`src/rtl/c64_kbd_pkg.sv`:
```
// Shared types and scan-code constants for the PS/2 -> C64 key matrix bridge.
package c64_kbd_pkg;

  localparam logic [7:0] SC_EXT    = 8'hE0;
  localparam logic [7:0] SC_BRK    = 8'hF0;
  localparam logic [7:0] SC_BAT    = 8'hAA;
  localparam logic [7:0] SC_ACK    = 8'hFA;
  localparam logic [7:0] SC_RESEND = 8'hFE;
  localparam logic [7:0] SC_OVR0   = 8'h00;
  localparam logic [7:0] SC_OVR1   = 8'hFF;
  localparam logic [7:0] SC_PAUSE  = 8'hE1;

  // Bytes following E1 in the Pause make sequence (E1 14 77 E1 F0 14 F0 77).
  localparam logic [2:0] PAUSE_TAIL = 3'd7;

  typedef struct packed {
    logic [2:0] a;
    logic [2:0] b;
  } kidx_t;

  typedef struct packed {
    logic  hit;
    kidx_t idx;
  } map_entry_t;

  typedef enum logic [1:0] {
    RX_IDLE,
    RX_DATA,
    RX_PARITY,
    RX_STOP
  } rx_state_t;

  function automatic map_entry_t key_at(input logic [2:0] a, input logic [2:0] b);
    map_entry_t e;
    e.hit   = 1'b1;
    e.idx.a = a;
    e.idx.b = b;
    return e;
  endfunction

endpackage

```
`src/rtl/ps2_rx.sv`:
```
// PS/2 frame receiver: input sync, clock-fall detect, 11-bit frame FSM and inactivity timeout.
module ps2_rx
  import c64_kbd_pkg::*;
#(
  parameter int unsigned TIMEOUT_CYCLES = 8192
) (
  input  logic       clk,
  input  logic       rst,
  input  logic       ps2_clk,
  input  logic       ps2_data,
  output logic       scan_valid,
  output logic [7:0] scan_code,
  output logic       frame_err
);

  localparam int unsigned TCNT_W = $clog2(TIMEOUT_CYCLES + 1);

  logic [1:0]        clk_sync;
  logic [1:0]        data_sync;
  logic              clk_prev;
  logic              fall;
  logic              bit_in;
  rx_state_t         state, state_next;
  logic [2:0]        bit_cnt;
  logic [7:0]        shreg;
  logic              parity_ok;
  logic [TCNT_W-1:0] tcnt;
  logic              timeout;
  logic              shift_en, par_en, valid_next, err_next;

  assign fall    = clk_prev & ~clk_sync[1];
  assign bit_in  = data_sync[1];
  assign timeout = (state != RX_IDLE) && !fall && (tcnt == TCNT_W'(TIMEOUT_CYCLES - 1));

  always_comb begin
    state_next = state;
    shift_en   = 1'b0;
    par_en     = 1'b0;
    valid_next = 1'b0;
    err_next   = 1'b0;
    if (timeout) begin
      state_next = RX_IDLE;
      err_next   = 1'b1;
    end else if (fall) begin
      unique case (state)
        RX_IDLE: begin
          if (!bit_in) state_next = RX_DATA;
          else         err_next   = 1'b1;
        end
        RX_DATA: begin
          shift_en = 1'b1;
          if (bit_cnt == 3'd7) state_next = RX_PARITY;
        end
        RX_PARITY: begin
          par_en     = 1'b1;
          state_next = RX_STOP;
        end
        RX_STOP: begin
          state_next = RX_IDLE;
          if (bit_in && parity_ok) valid_next = 1'b1;
          else                     err_next   = 1'b1;
        end
        default: state_next = RX_IDLE;
      endcase
    end
  end

  always_ff @(posedge clk or posedge rst) begin
    if (rst) begin
      state <= RX_IDLE;
    end else begin
      state <= state_next;
    end
  end

  always_ff @(posedge clk or posedge rst) begin
    if (rst) begin
      clk_sync   <= 2'b11;
      data_sync  <= 2'b11;
      clk_prev   <= 1'b1;
      bit_cnt    <= '0;
      shreg      <= '0;
      parity_ok  <= 1'b0;
      tcnt       <= '0;
      scan_valid <= 1'b0;
      scan_code  <= '0;
      frame_err  <= 1'b0;
    end else begin
      clk_sync  <= {clk_sync[0], ps2_clk};
      data_sync <= {data_sync[0], ps2_data};
      clk_prev  <= clk_sync[1];
      // Counter only runs while a frame is open; any fall or return to idle restarts it.
      if (fall || state_next == RX_IDLE) tcnt <= '0;
      else                               tcnt <= tcnt + TCNT_W'(1);
      if (state == RX_IDLE) bit_cnt <= '0;
      else if (shift_en)    bit_cnt <= bit_cnt + 3'd1;
      if (shift_en) shreg     <= {bit_in, shreg[7:1]};
      if (par_en)   parity_ok <= ^{shreg, bit_in};
      scan_valid <= valid_next;
      frame_err  <= err_next;
      if (valid_next) scan_code <= shreg;
    end
  end

endmodule

```
`src/rtl/ps2_keymatrix.sv`:
```
// PS/2 set-2 keyboard to emulated C64 8x8 key matrix (CIA1 port A drive -> port B sense).
// Optional RESTORE key on E0 7D when PS2_KEYMATRIX_RESTORE_EN is defined.
module ps2_keymatrix
  import c64_kbd_pkg::*;
#(
  parameter int unsigned TIMEOUT_CYCLES = 8192
) (
  input  logic       dot_clk,
  input  logic       reset,
  input  logic       ps2_clk,
  input  logic       ps2_data,
  input  logic [7:0] keyboard_ROW,
  output logic [7:0] keyboard_COL,
  output logic       scan_valid,
  output logic [7:0] scan_code,
  output logic       frame_err,
  output logic       restore
);

  logic [7:0][7:0] matrix;
  logic            ext, brk;
  logic [2:0]      pause_cnt;
  map_entry_t      entry;

  ps2_rx #(.TIMEOUT_CYCLES(TIMEOUT_CYCLES)) u_rx (
    .clk        (dot_clk),
    .rst        (reset),
    .ps2_clk    (ps2_clk),
    .ps2_data   (ps2_data),
    .scan_valid (scan_valid),
    .scan_code  (scan_code),
    .frame_err  (frame_err)
  );

  function automatic map_entry_t lookup(input logic [8:0] key);
    map_entry_t e;
    e = '0;
    case (key)
      9'h066: e = key_at(3'd0, 3'd0);  9'h05A: e = key_at(3'd0, 3'd1);
      9'h174: e = key_at(3'd0, 3'd2);  9'h083: e = key_at(3'd0, 3'd3);
      9'h005: e = key_at(3'd0, 3'd4);  9'h004: e = key_at(3'd0, 3'd5);
      9'h003: e = key_at(3'd0, 3'd6);  9'h172: e = key_at(3'd0, 3'd7);
      9'h026: e = key_at(3'd1, 3'd0);  9'h01D: e = key_at(3'd1, 3'd1);
      9'h01C: e = key_at(3'd1, 3'd2);  9'h025: e = key_at(3'd1, 3'd3);
      9'h01A: e = key_at(3'd1, 3'd4);  9'h01B: e = key_at(3'd1, 3'd5);
      9'h024: e = key_at(3'd1, 3'd6);  9'h012: e = key_at(3'd1, 3'd7);
      9'h02E: e = key_at(3'd2, 3'd0);  9'h02D: e = key_at(3'd2, 3'd1);
      9'h023: e = key_at(3'd2, 3'd2);  9'h036: e = key_at(3'd2, 3'd3);
      9'h021: e = key_at(3'd2, 3'd4);  9'h02B: e = key_at(3'd2, 3'd5);
      9'h02C: e = key_at(3'd2, 3'd6);  9'h022: e = key_at(3'd2, 3'd7);
      9'h03D: e = key_at(3'd3, 3'd0);  9'h035: e = key_at(3'd3, 3'd1);
      9'h034: e = key_at(3'd3, 3'd2);  9'h03E: e = key_at(3'd3, 3'd3);
      9'h032: e = key_at(3'd3, 3'd4);  9'h033: e = key_at(3'd3, 3'd5);
      9'h03C: e = key_at(3'd3, 3'd6);  9'h02A: e = key_at(3'd3, 3'd7);
      9'h046: e = key_at(3'd4, 3'd0);  9'h043: e = key_at(3'd4, 3'd1);
      9'h03B: e = key_at(3'd4, 3'd2);  9'h045: e = key_at(3'd4, 3'd3);
      9'h03A: e = key_at(3'd4, 3'd4);  9'h042: e = key_at(3'd4, 3'd5);
      9'h044: e = key_at(3'd4, 3'd6);  9'h031: e = key_at(3'd4, 3'd7);
      9'h04D: e = key_at(3'd5, 3'd1);  9'h04B: e = key_at(3'd5, 3'd2);
      9'h04E: e = key_at(3'd5, 3'd3);  9'h049: e = key_at(3'd5, 3'd4);
      9'h041: e = key_at(3'd5, 3'd7);  9'h16C: e = key_at(3'd6, 3'd3);
      9'h059: e = key_at(3'd6, 3'd4);  9'h055: e = key_at(3'd6, 3'd5);
      9'h04A: e = key_at(3'd6, 3'd7);  9'h016: e = key_at(3'd7, 3'd0);
      9'h01E: e = key_at(3'd7, 3'd3);  9'h029: e = key_at(3'd7, 3'd4);
      9'h014: e = key_at(3'd7, 3'd5);  9'h015: e = key_at(3'd7, 3'd6);
      9'h076: e = key_at(3'd7, 3'd7);
      default: e = '0;
    endcase
    return e;
  endfunction

  assign entry = lookup({ext, scan_code});

`ifdef PS2_KEYMATRIX_RESTORE_EN
  logic restore_q;
  assign restore = restore_q;
`else
  assign restore = 1'b0;
`endif

  always_ff @(posedge dot_clk or posedge reset) begin
    if (reset) begin
      matrix    <= '0;
      ext       <= 1'b0;
      brk       <= 1'b0;
      pause_cnt <= '0;
`ifdef PS2_KEYMATRIX_RESTORE_EN
      restore_q <= 1'b0;
`endif
    end else if (scan_valid) begin
      if (scan_code == SC_OVR0 || scan_code == SC_OVR1) begin
        matrix    <= '0;
        ext       <= 1'b0;
        brk       <= 1'b0;
        pause_cnt <= '0;
`ifdef PS2_KEYMATRIX_RESTORE_EN
        restore_q <= 1'b0;
`endif
      end else if (pause_cnt != '0) begin
        pause_cnt <= pause_cnt - 3'd1;
      end else if (scan_code == SC_BAT || scan_code == SC_ACK || scan_code == SC_RESEND) begin
        // Controller housekeeping bytes: leave any pending prefix intact.
      end else if (scan_code == SC_PAUSE) begin
        pause_cnt <= PAUSE_TAIL;
      end else if (scan_code == SC_EXT) begin
        ext <= 1'b1;
      end else if (scan_code == SC_BRK) begin
        brk <= 1'b1;
      end else begin
        ext <= 1'b0;
        brk <= 1'b0;
        if (entry.hit) matrix[entry.idx.a][entry.idx.b] <= ~brk;
`ifdef PS2_KEYMATRIX_RESTORE_EN
        if (ext && scan_code == 8'h7D) restore_q <= ~brk;
`endif
      end
    end
  end

  always_comb begin
    keyboard_COL = '1;
    for (int unsigned b = 0; b < 8; b++) begin
      for (int unsigned a = 0; a < 8; a++) begin
        if (matrix[a][b] && !keyboard_ROW[a]) keyboard_COL[b] = 1'b0;
      end
    end
  end

endmodule
```
`config.mk`:
```
export PLATFORM = sky130hd
export DESIGN_NAME = ps2_keymatrix
export DESIGN_NICKNAME = d
export VERILOG_FILES = /design/src/rtl/c64_kbd_pkg.sv /design/src/rtl/ps2_rx.sv /design/src/rtl/ps2_keymatrix.sv
export SDC_FILE = /design/constraint.sdc
export NUM_CORES = 1
export LEC_CHECK = 0
export ABC_AREA = 1
export CAP_MARGIN = 15
export CORE_MARGIN = 2
export CORE_UTILIZATION = 35
export DETAILED_ROUTE_END_ITERATION = 10
export SYNTH_ARGS = -nofsm -noshare
export SYNTH_HDL_FRONTEND = slang
export SYNTH_SLANG_ARGS = --single-unit
```
`constraint.sdc`:
```
create_clock -name dot_clk -period 4.95 [get_ports dot_clk]
set_clock_uncertainty 0.2 [all_clocks]
set_input_delay 0.7425 -clock dot_clk [delete_from_list [all_inputs] [get_ports dot_clk]]
set_output_delay 0.7425 -clock dot_clk [all_outputs]
set_load 0.02 [all_outputs]
```
==> qor.csv, run 1 <==
metric;value;unit
antenna cells;0;
max-cap check violation count;0;
register share of total power;47.7;%
layout net count;1004;
die area;0.0200;mm²
GR Overflow Total;0;
Post-synth ARST share;100;%
Final Util;39.7;%
post-CTS resize count;0;
Yosys warning total;0;
VDD IR max;0.331;mV
min Tclk post-route;3.97;ns
syn_area_per_cell;6.87;µm²
HP Class;flop to flop;
CTS hold repair buffers;0;
combinational share of power;16.1;%
fillers;1958;
setup tns final;0;ns
first-pass GRT wire length;31.5;mm
post-CTS setup buffers;0;
met3 wire length;962;µm
Row Count;50;
reg-to-reg slack, setup;1.11;ns
Critical Path End Type;output port;
Post-Syn Area;0.00662;mm²
Max Buffers Root-to-Sink;2;
Starting Density;35.5;%
max-slew violations;0;
Post-synth EDFFs;0;
relative max-transition margin;33.8;%
distinct cell type count after synthesis;42;
top layer in use;met4;
Switching Fraction;29.2;%
Post-Layout Cell Count;1222;
Worst Path Arrival;3.03;ns
DR vias/cell;5.05;
Post-DRT Antenna Nets;0;
Clk pwr share;36.1;%
initial antenna violation count;0;
final hold viol count;0;
num ports;31;
Synth Instances;964;
Psw;0.000640;W
Setup WS post-layout;0.976;ns
DRT met1 WL;9.35;mm
TritonCTS buffer count;9;
core area;0.0186;mm²
cell area power density;296;mW/mm²
Syn Nets;985;
fraction of layout instances using a drive strength above 1;4.05;%
Startpoint Class;input pin;
via count;6177;
clock transition at the registers of the reported paths;0.08;ns
placed cell count;1206;
fmax;252;MHz
die outline width;142;µm
TritonCTS clock tree;yes;
met2 WL;8.42;mm
number of port buffers;29;
die height;142;µm
final setup violation count;0;
Starting DRT DRC Count;580;
DR pass1 iterations;5;
Post-synth top flop;dfrtp_1;
H-tree level count;3;
Leak;4.00;nW
fin crit share;80.3;%
vias in the first global route;5865;
Layout area overhead;11.8;%
detailed placer's ending HPWL;14.4;mm
status;completed;
largest net degree at the start of global routing;55;
average wire per cell in the routed design;15.8;µm
Yosys reg bits;112;
clock sinks;112;
Worst Tran Pin Value;0.991;ns
required time worst endpoint;4.01;ns
Root Buffer;clkbuf_16;
Hold WS;0.160;ns
Pint;0.00155;W
DRC;0;
post-place setup slack;1.00;ns
final wirelength;19.3;mm
RSZ-0062 raised after global routing;false;
CP Class;input pin to output port;
GRT Total Usage;20.0;%
Worst-Skew Late Latency;0.36;ns
Seq/Total Area, Yosys;42.4;%
Placer Congestion;0.954;
CP max FO;8;
==> critical path: stages <==
cell and delay, ns:
clkdlybuf4s50_1 0.45, inv_1 0.13, a22o_1 0.24, a221oi_1 0.48, o2111ai_1 0.20, a21oi_1 0.17, clkdlybuf4s50_1 0.62
==> logic make-up (layout without fill, tap and decap cells) <==
family	count (synthesis)	count (layout)	synth area share, %
simple gates	585	585	36.0
compound gates	122	122	10.2
fa+ha+maj	9	9	1.70
flops	112	112	42.4
buf+inv	119	143	7.54
other cells	1	1	0.0567
xor+xnor	16	16	2.12
==> Yosys cell counts (2+ instances only) <==
| library cell | count | share of area (%) |
|---|---|---|
| xor2_1 | 10 | 1.3 |
| clkbuf_1 | 12 | 0.68 |
| nor2_1 | 214 | 12 |
| dfrtp_1 | 107 | 40 |
| a31oi_1 | 2 | 0.19 |
| dfstp_2 | 5 | 2.0 |
| buf_6 | 4 | 0.68 |
| nor2_2 | 4 | 0.38 |
| nand3_2 | 2 | 0.30 |
| buf_2 | 2 | 0.15 |
| nor3_1 | 8 | 0.60 |
| nand4_1 | 13 | 1.2 |
| inv_1 | 90 | 5.1 |
| o2111ai_1 | 2 | 0.26 |
| nor3b_1 | 4 | 0.45 |
| ha_1 | 9 | 1.7 |
| o22ai_1 | 2 | 0.19 |
| xnor2_1 | 6 | 0.79 |
| a21oi_1 | 17 | 1.3 |
| buf_4 | 5 | 0.57 |
| nand3_1 | 48 | 3.6 |
| nand2_1 | 285 | 16 |
| a221oi_1 | 7 | 0.93 |
| inv_2 | 4 | 0.23 |
| o21ai_0 | 85 | 6.4 |
==> through the flow <==
stage	power [W]	cell area [µm²]
floorplan	0.00134	6620
global placement	0.00142	7080
detailed placement	0.00143	7080
CTS	0.00223	7400
global route	0.00232	7400
finish	0.00219	7400
==> power by group through the flow <==
stage / registers, W / logic [W] / clock network, W
detailed placement: 0.00107 / 0.000361 / 0
floorplan: 0.00105 / 0.000284 / 0
global placement: 0.00107 / 0.000353 / 0
global route: 0.00106 / 0.000415 / 0.000848
finish: 0.00105 / 0.000354 / 0.000792
CTS: 0.00105 / 0.000362 / 0.000814
==> layout make-up <==
class                           instances  area, µm²  area share (%)
Clock buffer                           10        239            3.23
Clock inverter                          6       78.8            1.06
Inverter                               95        359            4.85
Multi-Input combinational cell        733       3310            44.7
Sequential cell                       112       2810            37.9
Tap cell                              234        293            3.96
Timing Repair Buffer                   32        313            4.23
==> flip-flops by register name, summed over array words and instances, names as in the netlist, 2 cells and up <==
| name | flops |
|---|---|
| u_rx.state | 2 |
| matrix | 64 |
| u_rx.data_sync | 2 |
| u_rx.clk_sync | 2 |
| u_rx.bit_cnt | 3 |
| u_rx.scan_code | 8 |
| pause_cnt | 3 |
| u_rx.tcnt | 14 |
| u_rx.shreg | 8 |
==> layout by cell type, fill, tap and decap left out, types with 2 or more instances in the layout <==
cell type / n
nand2_1: 285
a31oi_1: 2
o22ai_1: 2
nor3b_1: 4
buf_4: 3
o21ai_0: 85
dfstp_2: 5
inv_8: 2
inv_1: 89
a221oi_1: 7
clkbuf_16: 9
inv_2: 4
o2111ai_1: 2
dfrtp_1: 107
nand4_1: 13
nor2_1: 214
nor2_2: 4
inv_6: 3
ha_1: 9
nor3_1: 8
xnor2_1: 6
a21oi_1: 17
xor2_1: 10
clkdlybuf4s50_1: 29
nand3_1: 48
nand3_2: 2
==> path summary, 6_finish.rpt <==
path | from | to | cells after the start
worst min-delay path | u_rx.data_sync[0]$_DFF_PP1_ | u_rx.data_sync[1]$_DFF_PP1_ | 0
min in group asynchronous | reset | u_rx.shreg[5]$_DFFE_PP0P_ | 2
worst max-delay path | keyboard_ROW[0] | keyboard_COL[4] | 7
max in group asynchronous | reset | matrix[23]$_DFFE_PP0P_ | 3
worst min register to register | u_rx.data_sync[0]$_DFF_PP1_ | u_rx.data_sync[1]$_DFF_PP1_ | 0
worst max register to register | ext$_DFFE_PP0P_ | matrix[23]$_DFFE_PP0P_ | 13
==> per-layer routing <==
layer	vias to the layer above	GRT usage [%]
li1	3084	-
met3	37	3.24
met5	-	0
met1	2882	29.3
met2	174	29.9
met4	0	7.26
No activity file was read; power rests on OpenSTA's default activity.
==> inputs of run 2 (changes only) <==
clock period = 3.4 ns   (was 4.95 ns; I/O delays follow)
==> qor.csv, run 2 (same netlist as run 1, synthesis figures left out) <==
metric;value;unit;change
min Tclk post-route;3.28;ns;
CP Class;input pin to output port;;
RSZ-0062 raised after global routing;false;;
Final Cell Area;0.00759;mm²;+2.6%
via count;6265;;+1.4%
die height;142;µm;unchanged
final hold viol count;0;;unchanged
VDD IR max;0.319;mV;-3.6%
placed cell count;1228;;+1.8%
detailed placer's ending HPWL;15.1;mm;+4.6%
final setup violation count;0;;unchanged
initial antenna violation count;0;;unchanged
Max Buffers Root-to-Sink;2;;unchanged
post-CTS setup buffers;0;;unchanged
vias in the first global route;5957;;+1.6%
crit-path cells;clkdlybuf4s50_1, inv_1, buf_4, a221oi_1, buf_4, o2111ai_1, a21oi_1, clkdlybuf4s50_1;;
first-pass GRT wire length;32.2;mm;+2.3%
TritonCTS clock tree;yes;;
largest net degree at the start of global routing;113;;+110%
CTS hold repair buffers;0;;unchanged
fraction of layout instances using a drive strength above 1;6.04;%;+2.0 points
layout net count;1026;;+2.2%
CP max stage delay;0.61;ns;about the same
most frequent cells in the layout;nand2_1 (285), nor2_1 (214), dfrtp_1 (107);;
number of port buffers;29;;unchanged
GRT Total Usage;20.8;%;+0.75 points
HP Class;flop to flop;;
Leak;4.10;nW;+2.6%
critical path buffer and inverter count;5;;+2
Critical Path End Type;output port;;
H-tree level count;3;;unchanged
Root Buffer;clkbuf_16;;
CP max FO;7;;-1
Post-DRT Antenna Nets;0;;unchanged
CP top delay family;buffers and inverters;;
Placed Area;0.00729;mm²;+2.9%
final wirelength;19.9;mm;+3.3%
GR Overflow Total;0;;unchanged
Starting Density;35.5;%;unchanged
DR vias/cell;5.04;;-0.37%
setup tns final;0;ns;unchanged
antenna cells;0;;unchanged
Row Count;50;;unchanged
Starting DRT DRC Count;420;;-28%
relative max-transition margin;45.0;%;+11 points
post-CTS resize count;0;;unchanged
Largest regs;matrix x64, u_rx.tcnt x14;;
area of the multi-input gates;0.00331;mm²;unchanged
TritonCTS buffer count;9;;unchanged
DRC;0;;unchanged
Post-Layout Cell Count;1244;;+1.8%
max-slew violations;0;;unchanged
most common cell after layout, fill and taps aside;nand2_1;;
required time worst endpoint;2.69;ns;-1.32 ns
Startpoint Class;input pin;;
die area;0.0200;mm²;unchanged
most flop-heavy register;matrix;;
average wire per cell in the routed design;16.0;µm;+1.4%
DR pass1 iterations;6;;+1
clock sinks;112;;unchanged
status;completed;;
FF/Latch Area;0.00281;mm²;unchanged
Layout area overhead;14.7;%;
fin crit share;96.5;%;
max reg flops;64;;unchanged
fillers;1976;;+0.92%
Worst Path Arrival;2.57;ns;-0.46 ns
Worst Tran Pin Value;0.822;ns;-0.170 ns
core area;0.0186;mm²;unchanged
clock transition at the registers of the reported paths;0.08;ns;about the same
slowest stage cell on the critical path;clkdlybuf4s50_1;;
Placer Congestion;0.994;;+4.2%
fmax;305;MHz;
Worst-Skew Late Latency;0.37;ns;about the same
num ports;31;;unchanged
max-cap check violation count;0;;unchanged
die outline width;142;µm;unchanged
cell area power density;416;mW/mm²;+40%
==> run 2: changes by cell type in the layout (fill, tap and decap cells not counted), sizes merged <==
cell / change
buf: +22
inv: -4
clkinv: +2
clkinvlp: +2
==> run 2: cell type report <==
class | instances | share of cell area (%)
Sequential cell | 112 | 37.0
Inverter | 95 | 4.75
Clock inverter | 6 | 0.989
Clock buffer | 10 | 3.02
Multi-Input combinational cell | 733 | 43.6
Tap cell | 234 | 3.86
Timing Repair Buffer | 54 | 6.79
==> run 2: power by group <==
part | internal, W | switching [W]
registers | 0.00143 | 0.0000893
logic | 0.000221 | 0.000305
clock network | 0.000583 | 0.000526
total | 0.00224 | 0.000921
==> run 2: per-layer routing <==
metal  wire [µm]  global-route usage, %  vias to the layer above
met5           0                      0                        -
met4         488                   6.84                        0
met3         993                   3.78                       36
met2        9110                   33.2                      177
met1        9340                   28.6                     2920
li1            -                      -                     3132
==> run 2: final timing paths <==
path / cells after the start / to / slack [ns] / from
min in group asynchronous: 3 / u_rx.shreg[4]$_DFFE_PP0P_ / 0.44 / reset
min: 0 / u_rx.clk_sync[1]$_DFF_PP1_ / 0.16 / u_rx.clk_sync[0]$_DFF_PP1_
max in group asynchronous: 3 / matrix[8]$_DFFE_PP0P_ / 2.02 / reset
max: 8 / keyboard_COL[4] / 0.12 / keyboard_ROW[2]
min reg2reg: 0 / u_rx.clk_sync[1]$_DFF_PP1_ / 0.16 / u_rx.clk_sync[0]$_DFF_PP1_
max reg2reg: 16 / matrix[9]$_DFFE_PP0P_ / 0.44 / u_rx.scan_code[7]$_DFFE_PP0P_
==> run 2: per-stage QoR <==
| step | worst slack [ns] | hold WS [ns] | power [W] | util (%) |
|---|---|---|---|---|
| 2_1_floorplan | 0.856 | 0.145 | 0.00195 | - |
| 3_3_place_gp | 0.0269 | 0.146 | 0.00207 | 39.1 |
| 3_5_place_dp | 0.0324 | 0.148 | 0.00208 | 39.1 |
| 4_1_cts | 0.0318 | 0.160 | 0.00320 | 40.7 |
| 5_1_grt | 0.0293 | 0.161 | 0.00335 | 40.7 |
| 6_report | 0.120 | 0.158 | 0.00316 | 40.7 |
